### config.mk
export PLATFORM = sky130hd
export DESIGN_NAME = pool_line_feeder
export DESIGN_NICKNAME = d
export VERILOG_FILES = /design/src/rtl/pool_line_feeder.sv
export SDC_FILE = /design/constraint.sdc
export NUM_CORES = 1
export LEC_CHECK = 0
export ABC_AREA = 1
export CAP_MARGIN = 30
export CORE_ASPECT_RATIO = 0.75
export CORE_MARGIN = 2
export CORE_UTILIZATION = 40
export CTS_CLUSTER_DIAMETER = 200
export DETAILED_ROUTE_END_ITERATION = 12
export SLEW_MARGIN = 25
export SYNTH_ARGS = -nofsm -noshare
export SYNTH_HDL_FRONTEND = slang
export SYNTH_SLANG_ARGS = --single-unit
### constraint.sdc
create_clock -name I_clk -period 5.2 [get_ports I_clk]
set_input_delay 0.52 -clock I_clk [delete_from_list [all_inputs] [get_ports I_clk]]
set_output_delay 0.52 -clock I_clk [all_outputs]
set_load 0.005 [all_outputs]
### src/rtl/pool_line_feeder.sv
// Streams a row-major feature map from a 1-cycle-latency RAM into the pooling block, one window group at a time.
// Optional watchdog on the line-finish handshake: define POOL_FEED_TIMEOUT_EN.
module pool_line_feeder #(
  parameter int unsigned DATA_W = 8,
  parameter int unsigned CFG_W  = 8,
  parameter int unsigned ADDR_W = 16
) (
  input  logic              I_clk,
  input  logic              I_rst_n,
  input  logic              I_start,
  input  logic [CFG_W-1:0]  I_kernel,
  input  logic [CFG_W-1:0]  I_stride,
  input  logic [CFG_W-1:0]  I_line_width,
  input  logic [CFG_W-1:0]  I_line_cnt,
  input  logic [ADDR_W-1:0] I_base_addr,
  output logic              O_rd_en,
  output logic [ADDR_W-1:0] O_rd_addr,
  input  logic [DATA_W-1:0] I_rd_data,
  output logic [DATA_W-1:0] O_data,
  output logic              O_data_en,
  output logic [CFG_W-1:0]  O_line_num,
  input  logic              I_line_finish,
  output logic              O_busy,
  output logic              O_done,
  output logic              O_cfg_err
);

  localparam int unsigned SW = CFG_W + 2;
  localparam int unsigned PW = 2 * CFG_W;
  localparam int unsigned WD_W = 16;

  typedef enum logic [2:0] {
    S_IDLE    = 3'd0,
    S_READ    = 3'd1,
    S_DRAIN   = 3'd2,
    S_WAIT_LF = 3'd3,
    S_DONE    = 3'd4
  } state_e;

  state_e            state_q, state_d;
  logic [CFG_W-1:0]  kernel_q, kernel_d;
  logic [CFG_W-1:0]  stride_q, stride_d;
  logic [CFG_W-1:0]  width_q, width_d;
  logic [CFG_W-1:0]  height_q, height_d;
  logic [CFG_W-1:0]  col_q, col_d;
  logic [CFG_W-1:0]  line_num_q, line_num_d;
  logic [CFG_W-1:0]  grp_start_q, grp_start_d;
  logic [ADDR_W-1:0] row_base_q, row_base_d;
  logic [ADDR_W-1:0] grp_base_q, grp_base_d;
  logic [ADDR_W-1:0] stride_off_q, stride_off_d;
  logic [ADDR_W-1:0] rd_addr_q, rd_addr_d;
  logic              rd_en_q, rd_en_d;
  logic              data_en_q, data_en_d;
  logic              busy_q, busy_d;
  logic              done_q, done_d;
  logic              cfg_err_q, cfg_err_d;
`ifdef POOL_FEED_TIMEOUT_EN
  logic [WD_W-1:0]   wd_q, wd_d;
`endif

  logic [PW-1:0]     stride_prod;
  logic [CFG_W-1:0]  col_nxt;
  logic [ADDR_W-1:0] next_grp_base;
  logic              last_col, last_line, last_grp, cfg_bad;

  // Next-state, address walk and output decode
  always_comb begin
    state_d      = state_q;
    kernel_d     = kernel_q;
    stride_d     = stride_q;
    width_d      = width_q;
    height_d     = height_q;
    col_d        = col_q;
    line_num_d   = line_num_q;
    grp_start_d  = grp_start_q;
    row_base_d   = row_base_q;
    grp_base_d   = grp_base_q;
    stride_off_d = stride_off_q;
    rd_addr_d    = rd_addr_q;
    cfg_err_d    = 1'b0;
    data_en_d    = rd_en_q;
`ifdef POOL_FEED_TIMEOUT_EN
    wd_d         = wd_q;
`endif

    stride_prod   = PW'(I_stride) * PW'(I_line_width);
    col_nxt       = col_q + CFG_W'(1);
    next_grp_base = grp_base_q + stride_off_q;
    last_col      = (col_nxt == width_q);
    last_line     = (line_num_q + CFG_W'(1) == kernel_q);
    // Current group is last when the next group's window would overrun the map
    last_grp      = (SW'(grp_start_q) + SW'(stride_q) + SW'(kernel_q)) > SW'(height_q);
    cfg_bad       = (I_kernel == '0) || (I_stride == '0) || (I_line_width == '0) ||
                    (I_kernel > I_line_cnt);

    case (state_q)
      S_IDLE: begin
        if (I_start) begin
          kernel_d = I_kernel;
          stride_d = I_stride;
          width_d  = I_line_width;
          height_d = I_line_cnt;
          if (cfg_bad) begin
            cfg_err_d = 1'b1;
          end else begin
            state_d      = S_READ;
            col_d        = '0;
            line_num_d   = '0;
            grp_start_d  = '0;
            row_base_d   = I_base_addr;
            grp_base_d   = I_base_addr;
            stride_off_d = ADDR_W'(stride_prod);
            rd_addr_d    = I_base_addr;
          end
        end
      end
      S_READ: begin
        if (last_col) begin
          state_d = S_DRAIN;
        end else begin
          col_d     = col_nxt;
          rd_addr_d = row_base_q + ADDR_W'(col_nxt);
        end
      end
      S_DRAIN: begin
        state_d = S_WAIT_LF;
`ifdef POOL_FEED_TIMEOUT_EN
        wd_d    = '0;
`endif
      end
      S_WAIT_LF: begin
        if (I_line_finish) begin
          if (last_line && last_grp) begin
            state_d = S_DONE;
          end else begin
            state_d = S_READ;
            col_d   = '0;
            if (last_line) begin
              line_num_d  = '0;
              grp_start_d = grp_start_q + stride_q;
              grp_base_d  = next_grp_base;
              row_base_d  = next_grp_base;
            end else begin
              line_num_d  = line_num_q + CFG_W'(1);
              row_base_d  = row_base_q + ADDR_W'(width_q);
            end
            rd_addr_d = row_base_d;
          end
        end
`ifdef POOL_FEED_TIMEOUT_EN
        else if (wd_q == {WD_W{1'b1}}) begin
          cfg_err_d = 1'b1;
          state_d   = S_DONE;
        end else begin
          wd_d = wd_q + WD_W'(1);
        end
`endif
      end
      S_DONE:  state_d = S_IDLE;
      default: state_d = S_IDLE;
    endcase

    rd_en_d = (state_d == S_READ);
    busy_d  = (state_d == S_READ) || (state_d == S_DRAIN) || (state_d == S_WAIT_LF);
    done_d  = (state_d == S_DONE);
  end

  always_ff @(posedge I_clk or negedge I_rst_n) begin
    if (!I_rst_n) begin
      state_q      <= S_IDLE;
      kernel_q     <= '0;
      stride_q     <= '0;
      width_q      <= '0;
      height_q     <= '0;
      col_q        <= '0;
      line_num_q   <= '0;
      grp_start_q  <= '0;
      row_base_q   <= '0;
      grp_base_q   <= '0;
      stride_off_q <= '0;
      rd_addr_q    <= '0;
      rd_en_q      <= 1'b0;
      data_en_q    <= 1'b0;
      busy_q       <= 1'b0;
      done_q       <= 1'b0;
      cfg_err_q    <= 1'b0;
`ifdef POOL_FEED_TIMEOUT_EN
      wd_q         <= '0;
`endif
    end else begin
      state_q      <= state_d;
      kernel_q     <= kernel_d;
      stride_q     <= stride_d;
      width_q      <= width_d;
      height_q     <= height_d;
      col_q        <= col_d;
      line_num_q   <= line_num_d;
      grp_start_q  <= grp_start_d;
      row_base_q   <= row_base_d;
      grp_base_q   <= grp_base_d;
      stride_off_q <= stride_off_d;
      rd_addr_q    <= rd_addr_d;
      rd_en_q      <= rd_en_d;
      data_en_q    <= data_en_d;
      busy_q       <= busy_d;
      done_q       <= done_d;
      cfg_err_q    <= cfg_err_d;
`ifdef POOL_FEED_TIMEOUT_EN
      wd_q         <= wd_d;
`endif
    end
  end

  // RAM output is already a registered beat; forward it under the delayed read-enable
  assign O_data     = data_en_q ? I_rd_data : '0;
  assign O_data_en  = data_en_q;
  assign O_rd_en    = rd_en_q;
  assign O_rd_addr  = rd_addr_q;
  assign O_line_num = line_num_q;
  assign O_busy     = busy_q;
  assign O_done     = done_q;
  assign O_cfg_err  = cfg_err_q;

endmodule

======== After elaboration in Yosys (flattened, before gate mapping) ========
Cells that the tools add are included.
word-level totals
  register bits ........................... 128
  logic and storage cells ................. 97
  output and inout bits ................... 37
operators by class
  magnitude comparators ................... 2
  $add $sub $neg .......................... 8
  multiplexer cells ....................... 36
  bitwise operators ....................... 1
  reductions and logical operators ........ 17
  equal/unequal tests ..................... 15
  $mul .................................... 1
operators with widths
  cell                                            number
  two-way mux 16 bit                              9
  two-way mux 8 bit                               12
  one-hot mux 16 bit (2 select lines)             2
  one-hot mux 16 bit (3 select lines)             1
  adder 16 x 8 -> 16 bit                          2
  one-hot mux 8 bit (2 select lines)              2
  zero test 8 bit                                 3
  one-hot mux 8 bit (3 select lines)              1
  adder 16 bit                                    1
  adder 8 x 1 -> 8 bit (second input constant)    2
  == test 8 bit                                   2
  multiplier 8 x 8 -> 16 bit                      1
  two-way mux 3 bit                               5
  == test 3 x 2 -> 1 bit (second input constant)  4
  inequality test 2 bit (second input constant)   6
  one-hot mux 3 bit (4 select lines)              1
  AND reduction 6 bit                             2
  adder 9 x 8 -> 10 bit                           1
  > comparator 10 x 8 -> 1 bit                    1
  adder 8 x 8 -> 9 bit                            1
  adder 8 bit                                     1
  > comparator 8 bit                              1
  == test 3 x 1 -> 1 bit (second input constant)  2
  logical OR 1 bit                                5
  10 further kinds                                12

======== Logic depth before layout (Yosys ltp) ========
Gate-level depths: netlist (run 1).
  depth in word-level cells ............... 10
  depth in mapped cells ................... 25

======== Worst setup path after synthesis (run 1) ========
No wires, ideal clock.
  path kind ............................... input to register
  from .................................... in I_stride[2]
  to ...................................... reg stride_off_q[12]
  arrival time ............................ 4.035 ns
  setup slack ............................. 1.029 ns
  cell stages on the path ................. 14
  cells stage by stage .................... clkbuf_1 > nand2_1 > fa_1 > inv_1 > fa_1 > fa_1 > fa_1 > ha_1 > nand2_1 > nor3_1 > a21oi_1 > o21bai_1 > xor2_1 > o21ai_0
between the ends
  cells in the longest elaborated chain, start to end .. 6
ends and longest elaborated chain
  item                                                                RTL line  text
  from (decl)                                                         12        input logic [CFG_W-1:0] I_stride,
  branches (longest 6 deep; another with multiplier 8 x 8 -> 16 bit)  n/a
  to (signal assigned)                                                201       stride_off_q <= stride_off_d;
  to (decl)                                                           50        logic [ADDR_W-1:0] stride_off_q, stride_off_d;
Parallel ways; which one is timed is not known.
A chain may end at the register's enable or synchronous reset.

======== Worst setup path after layout (run 1) ========
  from .................................... in I_stride[2]
  to ...................................... reg stride_off_q[11]
Same word-level chain as after synthesis.

==> results of run 1 <==
==> synthesized netlist by cell type (all sizes together), types with 9 or more instances <==
| master | n | area share (%) |
|---|---|---|
| a21oi | 62 | 2.7 |
| nor2 | 88 | 3.4 |
| inv | 249 | 7.9 |
| ha | 99 | 11 |
| nand4 | 58 | 3.3 |
| mux2 | 9 | 0.86 |
| xnor2 | 13 | 0.97 |
| dfrtp | 128 | 27 |
| nand2 | 602 | 19 |
| fa | 49 | 8.3 |
| nand3 | 100 | 4.4 |
| clkbuf | 26 | 0.83 |
| xor2 | 29 | 2.2 |
| o21ai | 90 | 4.1 |
| buf | 30 | 1.7 |
==> how the worst max path moves through the flow <==
| stage | start | endpoint | slack [ns] | cells after the start |
|---|---|---|---|---|
| 2_1_floorplan | I_stride[2] | stride_off_q[12] | 1.03 | 14 |
| 3_3_place_gp | I_stride[2] | stride_off_q[11] | 0.31 | 19 |
| 3_5_place_dp | I_stride[2] | stride_off_q[11] | 0.24 | 19 |
| 4_1_cts | I_stride[2] | stride_off_q[11] | 0.70 | 19 |
| 5_1_grt | I_line_width[4] | stride_off_q[11] | 0.40 | 19 |
| 6_report | I_stride[2] | stride_off_q[11] | 0.62 | 19 |
==> logic make-up after synthesis <==
family,count (synthesis)
AOI/OAI and AO/OA,173
xor gates and xnor gates,42
adders and majority gates,148
buffers and inverters,306
DFF,128
muxes,9
and+or+nand+nor,867
==> cells in the final DEF (no fill, tap or decap), types with 2 or more instances in the layout <==
cell type and n:
nand2_1 599, inv_1 245, dfrtp_1 128, nand3_1 99, ha_1 99, clkdlybuf4s50_1 95
o21ai_0 79, nor2_1 78, a21oi_1 61, nand4_1 56, fa_1 49, xor2_1 29
clkbuf_16 17, xnor2_1 13, buf_4 12, o21ai_2 10, mux2_2 9, nor3_1 6
o21bai_1 6, nor4_1 5, clkinvlp_4 5, clkinv_2 5, inv_2 4, nor2_2 4
o21a_1 4, nor2_4 4, nand3b_1 4, clkbuf_1 4, or2_2 3, a21o_1 3
o31ai_1 3, a31oi_1 2, nor2_8 2, nand4_4 2, o211ai_1 2
==> per-layer routing <==
metal	track usage, %	up-vias	part of all wire [%]
met1	34.3	5127	51
met3	3.72	20	4.7
met2	35.8	261	44
li1	-	5455	-
met5	0	-	0
met4	4.38	0	0.79
==> sequential cells by signal (all words and copies together), names as in the netlist <==
| name | flops |
|---|---|
| O_data_en | 1 |
| O_done | 1 |
| state_q | 3 |
| stride_q | 8 |
| col_q | 8 |
| stride_off_q | 16 |
| O_rd_addr | 16 |
| grp_start_q | 8 |
| height_q | 8 |
| kernel_q | 8 |
| grp_base_q | 16 |
| row_base_q | 16 |
| width_q | 8 |
| O_rd_en | 1 |
| O_line_num | 8 |
| O_cfg_err | 1 |
| O_busy | 1 |
==> layout make-up <==
class | instances | area [µm²]
clock buffers | 21 | 440
clock inverters | 11 | 92.6
fillers | 2959 | 15400
inverters | 250 | 938
multi-input cells | 1239 | 7360
flip-flops and latches | 128 | 3200
well taps | 392 | 490
repair buffers | 110 | 1090
==> worst max-delay path: cells and delay by family <==
| kind | cells | cell delay [ns] |
|---|---|---|
| adder cells (fa/ha/maj) | 5 | 2.25 |
| AND/OR/NAND/NOR | 6 | 0.58 |
| buffers and inverters | 5 | 0.88 |
| AO/OA/AOI/OAI | 3 | 0.65 |
==> metrics by stage <==
| step | cells | util (%) | instance area, µm² | hold WS, ns |
|---|---|---|---|---|
| finish | 2151 | 46.9 | 13600 | 0.381 |
| global route | 2151 | 46.9 | 13600 | 0.402 |
| CTS | 2149 | 46.7 | 13600 | 0.227 |
| detailed placement | 2117 | 44.9 | 13000 | 0.371 |
| global placement | 2117 | 44.9 | 13000 | 0.366 |
| floorplan | 1673 | - | 11800 | 0.224 |
==> power breakdown <==
group | switching [W] | internal [W] | leakage [nW]
clock network | 0.000479 | 0.000652 | 0.249
logic | 0.00323 | 0.00191 | 5.52
registers | 0.000393 | 0.00141 | 1.62
total | 0.00410 | 0.00398 | 7.38
==> results_dict.tcl, run 1 <==
set metrics [dict create \
    synth_area_mm2 0.0118 \
    synth_fa_ha_area_share_pct 18.8 \
    powerDensity_mw_per_mm2 594 \
    synthMuxAreaShare_pct 0.859 \
    min_from "O_rd_en" \
    crit_top_cell "nand2_1" \
    dr.pass1.iters 5 \
    r2r-start "kernel_q[1]" \
    worst-setup-path-type "input pin to flop" \
    synth_seq_area_share_pct 27.2 \
    cp_slowest_cell "clkdlybuf4s50_1" \
    synthesis.nets 1881 \
    netlist_instances 1673 \
    tns_ns 0 \
    worstPathRequired_ns 5.51 \
    fin_crit_ns 4.58 \
    cts_tree "yes" \
    path_clk_slew_ns 0.06 \
    grt_usage_pct 23.2 \
    synth_warnings 0 \
    area_delta_synth_final_pct 15.4 \
    synthXorXnorAreaFrac_pct 3.12 \
    fin_ws_ns 0.625 \
    cts_sinks 128 \
    place_congestion 0.914 \
    async_reset_ff_share_pct 100 \
    vias 10900 \
    grt_pass1_vias 10700 \
    worstMarginPinSlew_ns 0.942 \
    cp_slowest_stage_delay_ns 0.63 \
    synthFlopType "dfrtp_1" \
    endpoint_kind "flop" \
    htreeDepth 4 \
    pre_cts_ws_ns 0.237 \
    antenna_found_initial 0 \
    total_leakage_power_nw 7.38 \
    slew_headroom_pct 37.0 \
    synth-seq-cells 128 \
    grt_pass1_wl_um 57400 \
    cts_buffer_depth 2 \
    root_buffer "clkbuf_16" \
    slew_violations 0 \
    start_util_pct 40.6 \
    rsz0062_at_grt "false" \
    clock_skew_ns 0.00976 \
    fmax_mhz 219 \
    layout-drive-gt1-share_pct 4.83 \
    max-cap-violations 0 \
    ir_drop_uv 279 \
    cp.arrival_ns 4.89 \
    finalSetupViolCount 0 \
    synth_compound_area_share_pct 8.11 \
    fp.dieH_um 153 \
    diodes 0 \
    grt_max_degree 91 \
    coreArea_mm2 0.0291 \
    hp-class "flop to flop" \
    die_area_mm2 0.0309 \
    r2r_cells 23 \
    status "finished, final reports clean" \
    avgSynthCellArea_um2 7.05 \
    synth_cell_type_count 43 \
    worstPathMaxFanout 10 \
    min_period_over_period_pct 88.0 \
    pin_count 97 \
    synth_top_family_by_area "simple AND/OR/NAND/NOR gates" \
    post_cts_buffers 0 \
    die_w_um 202 \
    clk_latency_ns 0.43 \
    viasPerCell 5.05 \
    port_buffers 96 \
    nets 1954 \
    overflow 0 \
    ant_nets 0 \
    holdPathStages 0 \
    reg2reg_to "O_line_num[4]" \
    cts-buffers-inserted 17 \
    place_hpwl_um 26400 \
    critPathLaunchType "input pin" \
    cts_hold_buf 0 \
    hold_viol 0 \
    routed_wl_um 34000 \
    finalPower_w 0.00808 \
    drc 0 \
    synth-edff-count 0 \
    drt_iter0_markers 966 \
    fp-row-count 54 \
    hold-path-endpoint "O_data_en" \
    wl_per_cell_um 15.8 \
    cp_cell_sequence "clkdlybuf4s50_1 > nand2_1 > inv_1 > fa_1 > fa_1 > inv_1 > fa_1 > fa_1 > inv_1 > ha_1 > inv_1 > o31ai_1 > nand2_1 > nand2_1 > nand2_1 > nand2_1 > a21oi_1 > o21ai_0 > nand2_1" \
    post_cts_resized 0 \
    r2r_slack_ns 0.80 \
    synth-simple-area-share_pct 31.4 \
]
Note: power is estimated with default switching activity, not from simulation.
==> run 2, diff against run 1 <==
- RECOVER_POWER: unset -> 25
==> run 2 against run 1 <==
The flow now finishes with violations (max-capacitance violations, max-slew violations). Critical path depth unchanged. First-iteration DRC count decreased by 2.2%. Combinational power about the same. Worst hold slack about the same. Sequential share of layout area increased by 0.052 points. Largest cell class unchanged. Global-route usage unchanged. Highest routed layer unchanged.
==> results_dict.tcl, run 2 (synthesis results as in run 1) <==
set metrics [dict create \
    max-cap-violations 2 \
    place_hpwl_um 26400 \
    die_area_mm2 0.0309 \
    start_util_pct 40.6 \
    endpoint_kind "flop" \
    worstMarginPinSlew_ns 1.79 \
    post_cts_resized 0 \
    path_clk_slew_ns 0.06 \
    rsz0062_at_grt "false" \
    reg2reg_to "O_line_num[4]" \
    vias 10800 \
    min_from "O_rd_en" \
    dp.cells 2117 \
    hp-class "flop to flop" \
    finalSetupViolCount 0 \
    root_buffer "clkbuf_16" \
    layout_commonest_cell "nand2_1" \
    htreeDepth 4 \
    fill_cells 2964 \
    fin_cells 2151 \
    status "finished, violations left" \
    grt_pass1_vias 10700 \
    r2r_slack_ns 0.80 \
    slew_headroom_pct -19.6 \
    grt_pass1_wl_um 57400 \
    holdPathStages 0 \
    worstPathMaxFanout 10 \
    powerDensity_mw_per_mm2 595 \
    hold-path-endpoint "O_data_en" \
    post_cts_buffers 0 \
    p_clk_share_pct 14.0 \
    cts_tree "yes" \
    pre_cts_ws_ns 0.237 \
    tns_ns 0 \
    min_period_over_period_pct 87.5 \
    wl_per_cell_um 15.9 \
    sequentialPowerShare_pct 22.3 \
    p_switching_w 0.00411 \
    r2r-start "kernel_q[1]" \
    grt_max_degree 91 \
    p_sw_share_pct 50.8 \
    p_int_w 0.00398 \
    critPathLaunchType "input pin" \
    fin_crit_ns 4.55 \
    fp.dieH_um 153 \
    nets 1954 \
    area_delta_synth_final_pct 15.2 \
    coreArea_mm2 0.0291 \
    drt_iter0_markers 945 \
    clk_latency_ns 0.43 \
    layout_common_cells "nand2_1 (599), inv_1 (245), dfrtp_1 (128)" \
    cp.arrival_ns 4.87 \
    pin_count 97 \
    fin_ws_ns 0.652 \
    clock_skew_ns 0.0107 \
    finalPower_w 0.00808 \
    cts-buffers-inserted 17 \
    violations "max-capacitance violations, max-slew violations" \
    worst-setup-path-type "input pin to flop" \
    total_leakage_power_nw 7.37 \
    fp-row-count 54 \
    worstPathRequired_ns 5.52 \
    fmax_mhz 220 \
    overflow 0 \
    layout-drive-gt1-share_pct 4.78 \
    routed_wl_um 34100 \
    hold_viol 0 \
    r2r_cells 23 \
    dr.pass1.iters 5 \
    port_buffers 96 \
    p_comb_share_pct 63.6 \
    slew_violations 93 \
    hold_slack_ns 0.382 \
    diodes 0 \
    cts_buffer_depth 2 \
    ant_nets 0 \
    grt_usage_pct 23.2 \
    cts_sinks 128 \
    cts_hold_buf 0 \
    antenna_found_initial 0 \
    ir_drop_uv 281 \
    place_congestion 0.914 \
    die_w_um 202 \
    drc 0 \
    viasPerCell 5.04 \
]
## run 2: metrics by stage
stage          utilization [%]  area, µm²
6_report                  46.7      13600
4_1_cts                   46.7      13600
2_1_floorplan                -      11800
5_1_grt                   46.7      13600
3_5_place_dp              44.9      13000
3_3_place_gp              44.9      13000
## run 2: worst max path at each step
| stage | start | endpoint | slack, ns | depth (start not counted) |
|---|---|---|---|---|
| 2_1_floorplan | I_stride[2] | stride_off_q[12] | 1.03 | 14 |
| 3_3_place_gp | I_stride[2] | stride_off_q[11] | 0.31 | 19 |
| 3_5_place_dp | I_stride[2] | stride_off_q[11] | 0.24 | 19 |
| 4_1_cts | I_stride[2] | stride_off_q[11] | 0.70 | 19 |
| 5_1_grt | I_line_width[4] | stride_off_q[11] | 0.40 | 19 |
| 6_report | I_stride[2] | stride_off_q[11] | 0.65 | 19 |
## run 2: worst max-delay path, stage by stage
cell and delay [ns]:
clkdlybuf4s50_1 0.64, nand2_1 0.17, inv_1 0.06, fa_1 0.42, fa_1 0.54, inv_1 0.05, fa_1 0.46, fa_1 0.55
inv_1 0.04, ha_1 0.28, inv_1 0.10, o31ai_1 0.47, nand2_1 0.10, nand2_1 0.12, nand2_1 0.06, nand2_1 0.07
a21oi_1 0.06, o21ai_0 0.10, nand2_1 0.06
## run 2: final cells by class
cell class                 instances  area, µm²  area share, %
inverter                         250        938           6.91
multi-input combinational       1239       7360           54.2
timing repair buffer             110       1060           7.80
clock buffer                      21        440           3.24
tap                              392        490           3.61
clock inverter                    11       92.6          0.682
sequential                       128       3200           23.6
## run 2: routing by layer
layer / global-route usage (%) / up-vias / share of wire [%]
met5: 0 / - / 0
met4: 4.38 / 0 / 0.84
met3: 3.72 / 25 / 4.9
met2: 35.8 / 264 / 44
met1: 34.3 / 5100 / 51
li1: - / 5458 / -
## run 2: power groups by stage
stage                     Combinational (W)  Clock [W]  Sequential, W
after global placement              0.00501          0        0.00181
after detailed placement            0.00509          0        0.00181
after global routing                0.00587    0.00120        0.00186
after floorplan                     0.00385          0        0.00168
final                               0.00514    0.00114        0.00181
after CTS                           0.00512    0.00115        0.00180
==> run 3, diff against run 2 <==
- ABC_CLOCK_PERIOD_IN_PS: unset -> 5200
==> results of run 3 <==
No change in the layout: final DEF, timing and power equal those of run 2.
